--- config.mk ---
export PLATFORM = sky130hd
export DESIGN_NAME = imm_gen_stage
export DESIGN_NICKNAME = d
export VERILOG_FILES = /design/src/rtl/imm_pkg.sv /design/src/rtl/imm_extract.sv /design/src/rtl/imm_gen_stage.sv
export SDC_FILE = /design/constraint.sdc
export NUM_CORES = 1
export LEC_CHECK = 0
export ABC_AREA = 1
export BUFFER_PORTS_ARGS = -buffer_cell sky130_fd_sc_hd__buf_2
export CAP_MARGIN = 0
export CORE_MARGIN = 5
export CORE_UTILIZATION = 55
export DETAILED_ROUTE_END_ITERATION = 10
export GPL_ROUTABILITY_DRIVEN = 1
export MAX_ROUTING_LAYER = met4
export PLACE_DENSITY = 0.8
export SLEW_MARGIN = 20
export SYNTH_ARGS = -nofsm -noshare
export SYNTH_HDL_FRONTEND = slang
export SYNTH_HIERARCHICAL = 1
export SYNTH_SLANG_ARGS = --single-unit
--- constraint.sdc ---
create_clock -name clk -period 5.4 [get_ports clk]
set_input_delay 1.08 -clock clk [delete_from_list [all_inputs] [get_ports clk]]
set_output_delay 1.08 -clock clk [all_outputs]
set_load 0.05 [all_outputs]
--- src/rtl/imm_pkg.sv ---
// Shared constants for the immediate-generation stage: imm_type encodings and buffer depth.
package imm_pkg;

    localparam int DEPTH = 2;

    typedef enum logic [3:0] {
        IMM_I   = 4'd0,
        IMM_S   = 4'd1,
        IMM_B   = 4'd2,
        IMM_U   = 4'd3,
        IMM_J   = 4'd4,
        IMM_Z   = 4'd5,
        IMM_SH  = 4'd6,
        IMM_CI  = 4'd8,
        IMM_CSS = 4'd9,
        IMM_CJ  = 4'd10,
        IMM_CB  = 4'd11
    } imm_type_e;

endpackage

--- src/rtl/imm_extract.sv ---
// Combinational immediate extraction/extension for all supported formats.
// Compressed formats are built only when IMM_GEN_RVC_EN is defined.
module imm_extract
    import imm_pkg::*;
#(
    parameter int XLEN = 32
) (
    input  logic [31:0]     instr,
    input  logic [3:0]      imm_type,
    output logic [XLEN-1:0] imm,
    output logic            illegal
);

    logic [63:0] wide;
    logic [15:0] half;

    assign half = instr[15:0];

`ifndef IMM_GEN_RVC_EN
    // Low opcode bits only matter for compressed formats.
    logic unused_low_bits;
    assign unused_low_bits = ^{instr[6:0]};
`endif

    always_comb begin
        wide    = '0;
        illegal = 1'b0;
        case (imm_type)
            IMM_I:  wide = {{52{instr[31]}}, instr[31:20]};
            IMM_S:  wide = {{52{instr[31]}}, instr[31:25], instr[11:7]};
            IMM_B:  wide = {{51{instr[31]}}, instr[31], instr[7], instr[30:25], instr[11:8], 1'b0};
            IMM_U:  wide = {{32{instr[31]}}, instr[31:12], 12'b0};
            IMM_J:  wide = {{43{instr[31]}}, instr[31], instr[19:12], instr[20], instr[30:21], 1'b0};
            IMM_Z:  wide = {59'b0, instr[19:15]};
            IMM_SH: wide = (XLEN == 64) ? {58'b0, instr[25:20]} : {59'b0, instr[24:20]};
`ifdef IMM_GEN_RVC_EN
            IMM_CI:  wide = {{58{half[12]}}, half[12], half[6:2]};
            IMM_CSS: wide = {56'b0, half[8:7], half[12:9], 2'b00};
            IMM_CJ:  wide = {{52{half[12]}}, half[12], half[8], half[10:9], half[6], half[7],
                             half[2], half[11], half[5:3], 1'b0};
            IMM_CB:  wide = {{55{half[12]}}, half[12], half[6:5], half[2], half[11:10],
                             half[4:3], 1'b0};
`endif
            default: begin
                wide    = '0;
                illegal = 1'b1;
            end
        endcase
    end

    assign imm = wide[XLEN-1:0];

endmodule

--- src/rtl/imm_gen_stage.sv ---
// Registered immediate-generation stage with a 2-entry skid buffer on a valid/ready handshake.
// Optional compressed formats are enabled by defining IMM_GEN_RVC_EN.
module imm_gen_stage #(
    parameter int XLEN  = 32,
    parameter int DEPTH = 2
) (
    input  logic            clk,
    input  logic            rst_n,
    input  logic            flush,
    input  logic            in_valid,
    output logic            in_ready,
    input  logic [31:0]     instr,
    input  logic [3:0]      imm_type,
    output logic            out_valid,
    input  logic            out_ready,
    output logic [XLEN-1:0] imm,
    output logic [3:0]      imm_type_o,
    output logic            illegal
);

    if (XLEN != 32 && XLEN != 64) begin : g_bad_xlen
        $error("imm_gen_stage: XLEN must be 32 or 64");
    end
    if (DEPTH != imm_pkg::DEPTH) begin : g_bad_depth
        $error("imm_gen_stage: DEPTH must be 2");
    end

    logic [XLEN-1:0] ext_imm;
    logic            ext_illegal;

    imm_extract #(.XLEN(XLEN)) u_extract (
        .instr   (instr),
        .imm_type(imm_type),
        .imm     (ext_imm),
        .illegal (ext_illegal)
    );

    logic [XLEN-1:0] imm_mem  [2];
    logic [3:0]      type_mem [2];
    logic            ill_mem  [2];
    logic [1:0]      count;
    logic [1:0]      count_nxt;
    logic            rd_ptr;
    logic            rd_nxt;
    logic            wr_ptr;
    logic            push;
    logic            pop;
    logic            fwd;

    assign in_ready  = (count < 2'd2);
    assign out_valid = (count != 2'd0);
    assign push      = in_valid && in_ready;
    assign pop       = out_valid && out_ready;
    assign count_nxt = count + {1'b0, push} - {1'b0, pop};
    assign rd_nxt    = rd_ptr ^ pop;
    // Head slot being written this very cycle: take the new value directly.
    assign fwd       = push && (wr_ptr == rd_nxt);

    always_ff @(posedge clk or negedge rst_n) begin
        if (!rst_n) begin
            count      <= 2'd0;
            rd_ptr     <= 1'b0;
            wr_ptr     <= 1'b0;
            imm        <= '0;
            imm_type_o <= 4'd0;
            illegal    <= 1'b0;
            for (int i = 0; i < 2; i++) begin
                imm_mem[i]  <= '0;
                type_mem[i] <= 4'd0;
                ill_mem[i]  <= 1'b0;
            end
        end else if (flush) begin
            count  <= 2'd0;
            rd_ptr <= 1'b0;
            wr_ptr <= 1'b0;
        end else begin
            if (push) begin
                imm_mem[wr_ptr]  <= ext_imm;
                type_mem[wr_ptr] <= imm_type;
                ill_mem[wr_ptr]  <= ext_illegal;
                wr_ptr           <= ~wr_ptr;
            end
            rd_ptr <= rd_nxt;
            count  <= count_nxt;
            // Output registers hold their last value while the buffer is empty.
            if (count_nxt != 2'd0) begin
                imm        <= fwd ? ext_imm     : imm_mem[rd_nxt];
                imm_type_o <= fwd ? imm_type    : type_mem[rd_nxt];
                illegal    <= fwd ? ext_illegal : ill_mem[rd_nxt];
            end
        end
    end

endmodule

==> flow_metrics.tcl <==
set metrics [dict create \
    synth_cell_types 27 \
    vias 5577 \
    cts_tree "built" \
    cts_buffers 17 \
    required_ns 5.69 \
    cts.repair.resized 0 \
    dieArea_um2 13700 \
    setup_viol 0 \
    htreeDepth 4 \
    synth_warnings 6 \
    rsz0062_at_grt "no" \
    firstDrtPassIters 6 \
    drc 0 \
    via_per_inst 5.20 \
    final.period_utilization_pct 57.4 \
    synth-async-reset-ratio_pct 100 \
    ios 80 \
    wl_um 15500 \
    drt_iter0_drc 459 \
    portBuffers 72 \
    overflow 0 \
    cts_sinks 115 \
    clkLatencyLatePin_ns 0.43 \
    wl_per_cell_um 14.5 \
    worst_pin_slew_ns 1.02 \
    cts_setup_buffers 0 \
    seq_area_um2 2880 \
    rows 39 \
    syn-instance-count 867 \
    fmax_ghz 0.322 \
    cp-end-kind "flop" \
    n_fill_cell 1038 \
    crit_type "input pin to flop" \
    holdCritPathClass "flop to flop" \
    syn-cell-area_um2 6300 \
    drv_cap 0 \
    grt_pass1_wl_um 25900 \
    synthToLayoutAreaGrowth_pct 13.1 \
    total_power_mw 4.45 \
    antenna_cells 0 \
    critPathArrivalTime_ns 3.40 \
    multi_input_area_um2 2570 \
    grt_util_all_layers_pct 25.4 \
    final_antenna_net_count 0 \
    synth_area_per_cell_um2 7.27 \
    initial_core_util_pct 55.7 \
    slew_headroom_pct 31.9 \
    drive_gt1_share_pct 14.9 \
    layout_commonest_cell "nand2_1" \
    finalSetupTns_ns 0 \
    p_leak_nw 3.91 \
    min_period_ns 3.10 \
    synth_seq_cells 115 \
    fin_skew_ns 0.00498 \
    nets 959 \
    dp_hpwl_um 9320 \
    ctsLongestPathBuffers 2 \
    most-common-layout-cells "305 x nand2_1, 135 x inv_1, 134 x nand3_1, 115 x dfrtp_1, 75 x o21ai_0" \
    clock-root-buffer "clkbuf_16" \
    synth_fp_nets 909 \
    power.density_nw_per_um2 624 \
    status "complete, no violations" \
    core_area_um2 11300 \
    synth-edff-count 0 \
    ys_seq_area_share_pct 45.7 \
    startpoint_type "input pin" \
    path_clk_slew_ns 0.05 \
    yosys_most_used_dff "dfrtp_1" \
    final_hold_viol_count 0 \
    cts_hold_buf 0 \
    finalMaxSlewViolations 0 \
    ir_drop_v 0.000553 \
    grt_max_degree 78 \
    antenna_found_initial 0 \
    place_congestion 0.891 \
    path_max_fanout 54 \
    chipHeight_um 117 \
    grt_pass1_vias 5341 \
    dieWidth_um 117 \
]
-- state kept, by name (all words and copies together), names as in the netlist --
register    cells
imm_mem        64
count           2
ill_mem         2
imm_type_o      4
wr_ptr          1
type_mem        8
rd_ptr          1
imm            32
illegal         1
-- final cells by class --
type,instances,area share [%]
flip-flops and latches,115,40.4
multi-input cells,568,36.1
repair buffers,78,5.78
clock buffers,21,6.46
inverters,137,7.23
well taps,143,2.51
clock inverters,11,1.54
-- through the flow --
step	hold WS (ns)	instance area [um^2]	std cells	util (%)	worst slack [ns]
6_report	0.481	7130	1073	63.0	2.30
5_1_grt	0.494	7130	1073	63.0	2.06
4_1_cts	0.485	7120	1073	62.9	2.29
3_5_place_dp	0.473	6550	1041	57.9	1.88
3_3_place_gp	0.465	6550	1041	57.9	1.92
2_1_floorplan	0.453	6300	867	-	2.69
-- cells in the mapped netlist, types with 2 or more instances --
cell type  instances  area (um^2)
nand2_1          307         1150
nand3_2            4         40.0
nand2_2            5         31.3
buf_6             16          180
o21ai_0           75          375
nor2_4             3         33.8
o21ai_2            7         61.3
clkbuf_8           3         41.3
dfrtp_1          115         2880
clkbuf_1          16         60.1
inv_1            135          507
buf_2              8         40.0
nand3_1          135          676
buf_4              3         22.5
nor2_1            19         71.3
nand2_4            4         45.0
nor2_2             2         12.5
-- report_power, final --
part           internal, mW  leakage (nW)  switching, mW  total [mW]
sequential             1.17          1.51          0.155        1.33
combinational         0.545          2.12           1.49        2.04
clock                 0.695         0.282          0.388        1.08
-- critical path: stages --
cell     delay, ns
buf_2         0.07
inv_1         0.07
nor2_4        0.09
buf_4         0.47
nand3_2       0.91
buf_4         0.54
nand2_1       0.07
o21ai_0       0.08
-- path summary, 6_finish.rpt --
check | startpoint | slack (ns) | cells after the start | to
max in group asynchronous | rst_n | 3.73 | 2 | imm[21]
min in group asynchronous | rst_n | 0.68 | 1 | imm_type_o[0]
max | in_valid | 2.30 | 8 | imm_mem[32]
max reg2reg | count[1] | 2.60 | 6 | imm_mem[32]
min | ill_mem[0] | 0.48 | 2 | ill_mem[0]
min reg2reg | ill_mem[0] | 0.48 | 2 | ill_mem[0]
-- cell families after synthesis --
family / count (synthesis) / synth area share, %
adders and majority gates: 1 / 0.198
buffers and inverters: 184 / 13.7
DFF: 115 / 45.7
AOI/OAI and AO/OA: 85 / 7.23
xor gates and xnor gates: 1 / 0.139
and+or+nand+nor: 481 / 33.1
-- routing by layer --
| metal | vias up | GRT usage [%] | part of all wire, % |
|---|---|---|---|
| met4 | 0 | 11.2 | 2.7 |
| met5 | - | - | 0 |
| li1 | 2774 | - | - |
| met2 | 210 | 38.2 | 47 |
| met1 | 2548 | 32.5 | 43 |
| met3 | 45 | 6.48 | 7.3 |
No activity file was read; power rests on OpenSTA's default activity.
